`src/rtl/rca_pkg.sv`:
```
// Shared definitions for the ripple-carry accumulator: command opcodes, FSM states
// and the adder width.
package rca_pkg;

    localparam int WIDTH = 32;

    typedef enum logic [1:0] {
        OP_CLEAR = 2'b00,
        OP_LOAD  = 2'b01,
        OP_ADD   = 2'b10,
        OP_ADDC  = 2'b11
    } op_t;

    typedef enum logic [1:0] {
        IDLE   = 2'b00,
        SETTLE = 2'b01,
        DONE   = 2'b10
    } state_t;

endpackage

```
`src/rtl/rca_adder.sv`:
```
// Purely combinational ripple-carry adder: res = x + y + ci, with co as the carry
// out of the MSB. The carry ripples through one full adder per bit.
module rca_adder #(
    parameter int W = 32
) (
    input  logic [W-1:0] x,
    input  logic [W-1:0] y,
    input  logic         ci,
    output logic         co,
    output logic [W-1:0] res
);

    logic [W:0] c;

    assign c[0] = ci;

    generate
        for (genvar gi = 0; gi < W; gi++) begin : g_fa
            assign res[gi]  = x[gi] ^ y[gi] ^ c[gi];
            assign c[gi+1]  = (x[gi] & y[gi]) | (c[gi] & (x[gi] ^ y[gi]));
        end
    endgenerate

    assign co = c[W];

endmodule

```
`src/rtl/rca_accumulator.sv`:
```
// Accumulator stage around the ripple-carry adder: operands are held stable for
// SETTLE_CYC cycles so the carry chain can settle before res/co are captured.
module rca_accumulator #(
    parameter int WIDTH      = rca_pkg::WIDTH,
    parameter int SETTLE_CYC = 2,
    parameter int CNT_W      = 8
) (
    input  logic             clk,
    input  logic             rst_n,
    input  logic             in_valid,
    output logic             in_ready,
    input  logic [1:0]       in_op,
    input  logic [WIDTH-1:0] in_data,
    output logic [WIDTH-1:0] acc,
    output logic             carry,
    output logic [CNT_W-1:0] ovf_cnt,
    output logic             out_valid,
    output logic             busy
);

    import rca_pkg::*;

    localparam int SC_W = 4;
    localparam logic [SC_W-1:0] SETTLE_LOAD = SC_W'(SETTLE_CYC - 1);

    state_t            state_reg;
    state_t            state_next;
    logic [WIDTH-1:0]  acc_reg;
    logic [WIDTH-1:0]  y_reg;
    logic              ci_reg;
    logic              carry_reg;
    logic [CNT_W-1:0]  ovf_cnt_reg;
    logic [SC_W-1:0]   cnt_reg;

    logic              accept;
    logic              settle_last;
    logic              add_co;
    logic [WIDTH-1:0]  add_res;

    // x comes straight from the accumulator; y and ci are latched at accept so all
    // three stay constant while the chain settles.
    rca_adder #(
        .W (WIDTH)
    ) u_adder (
        .x   (acc_reg),
        .y   (y_reg),
        .ci  (ci_reg),
        .co  (add_co),
        .res (add_res)
    );

    assign accept      = in_valid && (state_reg == IDLE);
    assign settle_last = (state_reg == SETTLE) && (cnt_reg == '0);

    always_comb begin
        state_next = state_reg;
        case (state_reg)
            IDLE: begin
                if (in_valid) begin
                    if (in_op == OP_ADD || in_op == OP_ADDC) begin
                        state_next = SETTLE;
                    end else begin
                        state_next = DONE;
                    end
                end
            end
            SETTLE: begin
                if (cnt_reg == '0) begin
                    state_next = DONE;
                end
            end
            DONE:    state_next = IDLE;
            default: state_next = IDLE;
        endcase
    end

    always_ff @(posedge clk or negedge rst_n) begin
        if (!rst_n) begin
            state_reg <= IDLE;
        end else begin
            state_reg <= state_next;
        end
    end

    always_ff @(posedge clk or negedge rst_n) begin
        if (!rst_n) begin
            acc_reg     <= '0;
            y_reg       <= '0;
            ci_reg      <= 1'b0;
            carry_reg   <= 1'b0;
            ovf_cnt_reg <= '0;
            cnt_reg     <= '0;
        end else if (accept) begin
            case (in_op)
                OP_CLEAR: begin
                    acc_reg     <= '0;
                    carry_reg   <= 1'b0;
                    ovf_cnt_reg <= '0;
                end
                OP_LOAD: begin
                    acc_reg <= in_data;
                end
                OP_ADD: begin
                    y_reg   <= in_data;
                    ci_reg  <= 1'b0;
                    cnt_reg <= SETTLE_LOAD;
                end
                default: begin
                    y_reg   <= in_data;
                    ci_reg  <= carry_reg;
                    cnt_reg <= SETTLE_LOAD;
                end
            endcase
        end else if (settle_last) begin
            acc_reg   <= add_res;
            carry_reg <= add_co;
            if (add_co && (ovf_cnt_reg != '1)) begin
                ovf_cnt_reg <= ovf_cnt_reg + 1'b1;
            end
        end else if (state_reg == SETTLE) begin
            cnt_reg <= cnt_reg - 1'b1;
        end
    end

    assign in_ready  = (state_reg == IDLE);
    assign busy      = (state_reg != IDLE);
    assign out_valid = (state_reg == DONE);
    assign acc       = acc_reg;
    assign carry     = carry_reg;
    assign ovf_cnt   = ovf_cnt_reg;

endmodule

```
`config.mk`:
```
export PLATFORM = sky130hd
export DESIGN_NAME = rca_accumulator
export DESIGN_NICKNAME = d
export VERILOG_FILES = /design/src/rtl/rca_pkg.sv /design/src/rtl/rca_adder.sv /design/src/rtl/rca_accumulator.sv
export SDC_FILE = /design/constraint.sdc
export NUM_CORES = 1
export LEC_CHECK = 0
export CORE_ASPECT_RATIO = 0.75
export CORE_MARGIN = 1.5
export CORE_UTILIZATION = 50
export DETAILED_ROUTE_END_ITERATION = 10
export PLACE_DENSITY = 0.82
export SKIP_LAST_GASP = 1
export SLEW_MARGIN = 20
export SYNTH_ARGS = -nofsm -noshare
export SYNTH_HDL_FRONTEND = slang
export SYNTH_SLANG_ARGS = --single-unit
```
`constraint.sdc`:
```
create_clock -name clk -period 36.8 [get_ports clk]
set_clock_uncertainty 0.1 [all_clocks]
set_input_delay 9.2 -clock clk [delete_from_list [all_inputs] [get_ports clk]]
set_output_delay 9.2 -clock clk [all_outputs]
set_load 0.02 [all_outputs]
```
==> impl_metrics.csv, run 1 <==
group,metric,value,unit
run_status,outcome,"completed",
place,placement.io_buffers,80,
timing,rsz0062_at_grt,"false",
place,post-dp-hpwl,6460,µm
global_route,grt_pass1_vias,3163,
setup_path,cpMostUsedCell,"fa_1",
synthesis,yosys_warnings,0,
setup_path,cp.required,36.94,ns
synthesis,avgSynthCellArea,11.3,µm²
setup_path,worstSetupEndpointType,"register",
clocking,post_cts_resized,0,
clocking,cts_root_buf,"clkbuf_8",
synthesis,async_reset_ff_share,100,%
clocking,clkSlewWorstSetupHoldPaths,0.09,ns
global_route,grt_use_total,23.3,%
clocking,postCtsSetupBuffers,0,
clocking,clockBufferDepth,2,
timing,whs,0.422,ns
routing,remaining_drc_errors,0,
routing,via_count,3101,
routing,final_antenna_net_count,0,
floorplanning,coreArea,0.00799,mm²
setup_path,arrival,15.07,ns
synthesis,dominantRegCellSynth,"dfrtp_1",
layout,n_antenna_cell,0,
clocking,clock_sinks,80,
floorplanning,die_y,82.1,µm
min_path,hold_path_class,"register to register",
timing,period_minus_slack,14.93,ns
routing,wire_per_inst,16.8,µm
layout,final_cell_mix,"dfrtp_1 (80), clkdlybuf4s50_1 (79), nand2_1 (44)",
synthesis,yosys_register_bits,80,
routing,viasPerCell,5.60,
global_route,antenna_found_initial,0,
timing,timing.final.crit_share,40.6,%
clocking,clk_latency,0.36,ns
layout,layout-drive-gt1-share,13.4,%
setup_path,cpPeakStageDelay,0.48,ns
timing,slew_headroom,51.6,%
routing,dr.first_iter.drc_count,206,
timing,max_freq,67.0,MHz
power,p_total,0.514,mW
global_route,grt_start_max_net_pins,81,
floorplanning,start_util,52.2,%
clocking,ctsHoldBuffers,0,
layout,postLayoutCoreUtil,65.9,%
clocking,cts_inserted_buffers,9,
global_route,grt-ovfl-total,0,
global_route,grt_first_pass_wirelength,15500,µm
synthesis,synth_fp_nets,442,
floorplanning,core.rowCount,28,
routing,first_pass_iters,4,
timing,setup_viol,0,
synthesis,synth.distinct_cells,38,
synthesis,seq_area_frac_synth,48.0,%
floorplanning,die_w,108,µm
timing,worst_pin_slew,0.727,ns
layout,layout.cells.most_common,"dfrtp_1",
timing,tns,0,ns
floorplanning,io_pins,81,
timing,finalHoldViolCount,0,
place,gp_congestion,0.813,
flow_run,cap_violations,0,
setup_path,start_kind,"register",
power,ir_drop,0.0000677,V
setup_path,slowest_stage,"fa_1",
setup_path,worst-path-max-fanout,8,
layout,area_delta_synth_final,26.2,%
layout,nNetsFinal,516,
routing,wl,9290,µm
synthesis,syn_inst,370,
clocking,cts_tree,"built",
power,p_leak,2.14,nW
floorplanning,die_area,0.00890,mm²
synthesis,synth-edff-count,0,
timing,report.final.slew_viol_count,0,
setup_path,worstSetupPathType,"register to register",
clocking,htree_levels,3,
synthesis,synth_area,0.00417,mm²
power,p_per_area,97.8,mW/mm²
routing by layer:
| layer | vias up | GRT usage [%] | share of wire (%) |
|---|---|---|---|
| met4 | 0 | 6.45 | 1.0 |
| met5 | - | 0 | 0 |
| met2 | 104 | 38.0 | 49 |
| li1 | 1431 | - | - |
| met1 | 1554 | 31.6 | 43 |
| met3 | 12 | 5.24 | 7.0 |
report_power, final:
part / total [mW] / switching, mW / internal [mW]
Clock: 0.0605 / 0.0322 / 0.0283
Combinational: 0.282 / 0.146 / 0.136
Sequential: 0.172 / 0.0420 / 0.130
Total: 0.514 / 0.220 / 0.294
path summary, 6_finish.rpt:
check,slack [ns],depth (start not counted),to,start
worst min-delay path,0.42,1,y_reg[29],y_reg[29]
worst max register to register,21.87,37,ovf_cnt[1],acc[0]
min in group asynchronous,8.75,1,acc[2],rst_n
worst max-delay path,21.87,37,ovf_cnt[1],acc[0]
max in group asynchronous,27.32,1,carry,rst_n
worst min register to register,0.42,1,y_reg[29],y_reg[29]
cell usage after synthesis, types with 4 or more instances:
cell	instances	area share [%]
a31oi_1	32	4.8
inv_1	7	0.63
nor2_1	34	3.1
nor3_1	4	0.48
nand3_1	39	4.7
fa_1	32	15
dfrtp_1	80	48
mux2_2	33	8.9
clkbuf_1	17	1.5
o22a_1	4	0.84
nand2_1	44	4.0
o21ai_0	5	0.60
critical path, delay by kind of cell, from the launching register on:
family                     cells  cell delay, ns
AOI/OAI and AO/OA              1            0.29
adders and majority gates     32           13.48
buffers and inverters          2            0.14
DFF                            1            0.43
and+or+nand+nor                2            0.36
layout make-up:
type                    instances  area [µm²]
inverters                       7        26.3
repair buffers                 85         840
multi-input cells             261        2080
clock inverters                 4        26.3
flip-flops and latches         80        2000
fillers                       636        2730
clock buffers                  12         155
well taps                     105         131
stage by stage:
| step | instances | setup WS (ns) | area [µm²] |
|---|---|---|---|
| 3_5_place_dp | 538 | 21.80 | 5080 |
| 6_report | 554 | 21.87 | 5260 |
| 4_1_cts | 554 | 21.75 | 5260 |
| 5_1_grt | 554 | 21.32 | 5260 |
| 3_3_place_gp | 538 | 22.07 | 5080 |
| 2_1_floorplan | 370 | 22.35 | 4170 |
logic make-up after synthesis:
logic type	count (synthesis)	share of synthesized area, %
AO/OA/AOI/OAI	54	8.58
XOR/XNOR	2	0.420
adder cells (fa/ha/maj)	35	16.3
buffers and inverters	29	2.67
flip-flops	80	48.0
multiplexers	34	9.27
AND/OR/NAND/NOR	136	14.8
Power figures use the tool's default switching activity.
==> inputs of run 2 (changes only) <==
CORE_UTILIZATION = 47   (was 50)
PLACE_DENSITY = 0.81   (was 0.82)
clock period = 13 ns   (was 36.8 ns; I/O delays follow)
==> run 2 against run 1 <==
Compared with the run above: design area grew 4.3%; non-clock buffer count is 1 higher; highest routed layer unchanged; largest power group unchanged; worst hold slack got worse by 0.010 ns; utilization down 1.5 points; sequential share of layout area fell by 1.6 points; power increased to 3.1 times the previous value; via count up 2.4%.
==> impl_metrics.csv, run 2 (synthesis results as in run 1) <==
group,metric,value,unit
run_status,outcome,"completed",
layout,final_cell_mix,"dfrtp_1 (79), clkdlybuf4s50_1 (79), nand2_1 (43)",
power,p_per_area,287,mW/mm²
routing,viasPerCell,5.70,
global_route,grt-ovfl-total,0,
flow_run,cap_violations,0,
routing,via_count,3174,
layout,final_cell_area,0.00549,mm²
clocking,clk_latency,0.33,ns
min_path,hold_depth,1,
timing,max_freq,79.6,MHz
setup_path,arrival,12.73,ns
setup_path,cp.required,13.17,ns
place,place_area,0.00517,mm²
floorplanning,coreArea,0.00853,mm²
routing,final_antenna_net_count,0,
setup_path,worstSetupPathType,"register to register",
clocking,cts_inserted_buffers,9,
global_route,grt_start_max_net_pins,81,
timing,rsz0062_at_grt,"false",
clocking,cts_root_buf,"clkbuf_16",
timing,report.final.slew_viol_count,0,
layout,n_antenna_cell,0,
setup_path,cpMostUsedCell,"fa_2",
timing,period_minus_slack,12.56,ns
floorplanning,io_pins,81,
layout,multi_input_area,0.00217,mm²
power,ir_drop,0.000191,V
place,placement.io_buffers,80,
setup_path,start_kind,"register",
clocking,postCtsSetupBuffers,0,
layout,layout-drive-gt1-share,21.2,%
routing,wire_per_inst,16.8,µm
floorplanning,die_y,84.6,µm
place,dp.cells,542,
global_route,busiest_layer,"met2",
global_route,grt_use_met3,7.29,%
power,p_total,1.57,mW
power,p_leak,2.18,nW
setup_path,worst-path-max-fanout,8,
timing,setup_viol,0,
setup_path,worstSetupEndpointType,"register",
timing,timing.final.crit_share,96.6,%
timing,worst_pin_slew,0.865,ns
layout,regArea,0.00200,mm²
layout,area_delta_synth_final,31.7,%
clocking,htree_levels,3,
routing,dr.first_iter.drc_count,290,
setup_path,reg2reg_depth,37,
timing,tns,0,ns
clocking,clock_sinks,80,
global_route,met1_usage,30.1,%
floorplanning,die_area,0.00945,mm²
clocking,clkSlewWorstSetupHoldPaths,0.06,ns
clocking,clockBufferDepth,2,
place,gp_congestion,0.794,
timing,slew_headroom,42.1,%
routing,wl,9380,µm
timing,finalHoldViolCount,0,
clocking,cts_tree,"built",
floorplanning,die_w,112,µm
setup_path,slowest_stage,"fa_2",
layout,stdcell_count,557,
global_route,antenna_found_initial,0,
routing,remaining_drc_errors,0,
global_route,grt_first_pass_wirelength,16100,µm
global_route,grt_use_met2,34.0,%
layout,fillers,630,
floorplanning,start_util,48.9,%
layout,nNetsFinal,517,
global_route,grt_use_total,21.8,%
routing,first_pass_iters,5,
floorplanning,core.rowCount,29,
place,post-dp-hpwl,6330,µm
setup_path,cpPeakStageDelay,0.41,ns
global_route,grt_pass1_vias,3209,
min_path,hold_path_class,"register to register",
## run 2: changes by cell type in the layout (fill, tap and decap cells not counted), sizes merged
cell and delta:
bufinv +2, buf +1, clkbuf -1, clkinvlp -1, inv -1
## run 2: final cells by class
type | count | share of cell area (%)
clock buffer | 11 | 4.24
clock inverter | 4 | 1.28
inverter | 7 | 0.479
multi-input combinational | 261 | 39.6
sequential | 80 | 36.5
tap | 108 | 2.46
timing repair buffer | 86 | 15.4
## run 2: path summary, 6_finish.rpt
check	from	slack [ns]	to
worst max-delay path	y_reg[0]	0.44	ovf_cnt[5]
worst min-delay path	y_reg[29]	0.41	y_reg[29]
worst max register to register	y_reg[0]	0.44	ovf_cnt[5]
worst min register to register	y_reg[29]	0.41	y_reg[29]
max in group asynchronous	rst_n	9.45	carry
min in group asynchronous	rst_n	2.85	acc[1]
## run 2: critical path: cells and delay by family (launching register included)
family / cells / cell delay [ns]
flops: 1 / 0.40
fa+ha+maj: 32 / 11.30
buf+inv: 2 / 0.11
compound gates: 3 / 0.58
## run 2: metrics by stage
| step | worst slack [ns] | hold slack, ns | utilization (%) |
|---|---|---|---|
| 6_report | 0.442 | 0.412 | 64.4 |
| 5_1_grt | 0.0100 | 0.445 | 64.4 |
| 4_1_cts | 0.0421 | 0.418 | 64.3 |
| 3_5_place_dp | -0.344 | 0.404 | 60.6 |
| 3_3_place_gp | -0.226 | 0.392 | 60.6 |
| 2_1_floorplan | 0.0284 | 0.379 | - |
## run 2: metal layers
| metal | vias to the layer above | routed length, µm |
|---|---|---|
| li1 | 1443 | - |
| met1 | 1585 | 4160 |
| met2 | 132 | 4470 |
| met3 | 14 | 635 |
| met4 | 0 | 113 |
| met5 | - | 0 |
## run 2: report_power, final
| part | internal, mW | switching, mW | total (mW) |
|---|---|---|---|
| clock | 0.166 | 0.0952 | 0.262 |
| combinational | 0.402 | 0.415 | 0.817 |
| sequential | 0.370 | 0.126 | 0.496 |
## run 2: repair_timing
| item | 4_1_cts | 5_1_grt |
|---|---|---|
| cloned | 0 | 0 |
| setup endpoints to repair | 10 | 10 |
| pin swaps | 9 | 28 |
| gates resized for setup | 5 | 1 |
| hold buffers | 0 | 0 |
==> inputs of run 3 (changes only) <==
SLEW_MARGIN = not set   (was 20)
==> run 3 against run 2 <==
Compared with the run above: global-route usage is the same; register-to-register slack is essentially flat; clock power is essentially flat; critical endpoint unchanged; count of clock-buffer cells in the layout is the same; via count grew 0.22%; highest routed layer unchanged; largest power group unchanged; setup slack gained 0.0036 ns.
==> impl_metrics.csv, run 3 (synthesis results as in run 1) <==
group,metric,value,unit
floorplanning,io_pins,81,
setup_path,cpMostUsedCell,"fa_2",
place,place_area,0.00517,mm²
flow_run,cap_violations,0,
setup_path,cp-endpoint,"ovf_cnt[5]",
timing,setup_viol,0,
setup_path,worst-path-max-fanout,8,
routing,first_pass_iters,5,
setup_path,arrival,12.73,ns
setup_path,reg2reg_slack,0.45,ns
routing,dr.first_iter.drc_count,290,
clocking,clock_sinks,80,
place,dp.cells,542,
floorplanning,core.rowCount,29,
timing,worst_pin_slew,1.00,ns
floorplanning,coreArea,0.00853,mm²
clocking,clkSlewWorstSetupHoldPaths,0.06,ns
power,p_total,1.57,mW
global_route,grt-ovfl-total,0,
timing,worst_slack,0.446,ns
power,p_leak,2.17,nW
clocking,postCtsSetupBuffers,0,
setup_path,slowest_stage,"fa_2",
place,gp_congestion,0.794,
setup_path,cp.required,13.17,ns
clocking,htree_levels,3,
setup_path,worstSetupPathType,"register to register",
routing,wire_per_inst,16.8,µm
setup_path,crit_start,"y_reg[0]",
timing,finalHoldViolCount,0,
timing,period_minus_slack,12.55,ns
timing,whs,0.412,ns
routing,viasPerCell,5.71,
layout,final_cell_mix,"dfrtp_1 (79), clkdlybuf4s50_1 (79), nand2_1 (43)",
layout,n_antenna_cell,0,
clocking,clockBufferDepth,2,
setup_path,reg2reg_depth,37,
timing,report.final.slew_viol_count,0,
floorplanning,start_util,48.9,%
place,placement.io_buffers,80,
clocking,cts_root_buf,"clkbuf_16",
clocking,ctsHoldBuffers,0,
layout,final_cell_area,0.00549,mm²
setup_path,r2r-start,"y_reg[0]",
global_route,antenna_found_initial,0,
place,post-dp-hpwl,6330,µm
routing,via_count,3181,
floorplanning,die_w,112,µm
layout,stdcell_count,557,
setup_path,cpPeakStageDelay,0.41,ns
timing,slew_headroom,33.2,%
floorplanning,die_area,0.00945,mm²
routing,final_antenna_net_count,0,
routing,wl,9380,µm
global_route,grt_use_total,21.8,%
clocking,cts_tree,"built",
timing,rsz0062_at_grt,"false",
setup_path,start_kind,"register",
power,p_per_area,287,mW/mm²
layout,area_delta_synth_final,31.6,%
floorplanning,die_y,84.6,µm
timing,max_freq,79.7,MHz
min_path,hold_path_class,"register to register",
setup_path,worstSetupEndpointType,"register",
layout,nNetsFinal,517,
power,ir_drop,0.000191,V
clocking,cts_inserted_buffers,9,
setup_path,r2r-end,"ovf_cnt[5]",
layout,fillers,629,
global_route,grt_pass1_vias,3209,
run_status,outcome,"completed",
layout,layout-drive-gt1-share,21.2,%
global_route,grt_start_max_net_pins,81,
global_route,grt_first_pass_wirelength,16100,µm
clocking,clk_latency,0.33,ns
routing,remaining_drc_errors,0,
place,post-place-ws,-0.344,ns
timing,timing.final.crit_share,96.6,%
## run 3: area by class of cell
cell class                      count  area (µm²)  area share (%)
Clock buffer                       11         233            4.24
Timing Repair Buffer               86         843            15.4
Sequential cell                    80        2000            36.5
Inverter                            7        26.3           0.479
Multi-Input combinational cell    261        2170            39.6
Tap cell                          108         135            2.46
Clock inverter                      4        70.1            1.28
## run 3: how the worst min path moves through the flow
| stage | start | slack [ns] | end | depth (start not counted) |
|---|---|---|---|---|
| after detailed placement | y_reg[29] | 0.40 | y_reg[29] | 1 |
| after global routing | y_reg[29] | 0.44 | y_reg[29] | 1 |
| after CTS | y_reg[29] | 0.42 | y_reg[29] | 1 |
| final | y_reg[29] | 0.41 | y_reg[29] | 1 |
| after floorplan | y_reg[29] | 0.38 | y_reg[29] | 1 |
| after global placement | y_reg[29] | 0.39 | y_reg[29] | 1 |
## run 3: repair_timing
action,in CTS,in global routing
hold endpoints to repair,0,0
setup endpoints to repair,10,10
gates resized for setup,5,1
pin swaps,9,28
## run 3: stage by stage
stage	util, %	setup TNS, ns
floorplan	-	0
global placement	60.6	-1.55
detailed placement	60.6	-2.58
CTS	64.3	0
global route	64.3	0
finish	64.3	0
## run 3: report_power, final
part / switching, mW / internal (mW)
Combinational: 0.415 / 0.402
Sequential: 0.126 / 0.370
Clock: 0.0952 / 0.166
## run 3: layer usage
layer	wire length, µm	part of all wire (%)	global-route usage [%]	vias to the layer above
met3	652	7.0	7.29	16
met1	4140	44	30.1	1582
met5	0	0	0	-
li1	-	-	-	1443
met2	4460	48	34.0	140
met4	121	1.3	4.49	0
## run 3: critical path, delay by kind of cell, from the launching register on
kind,cells,cell delay [ns]
AOI/OAI and AO/OA,3,0.58
DFF,1,0.40
adders and majority gates,32,11.30
buffers and inverters,2,0.11
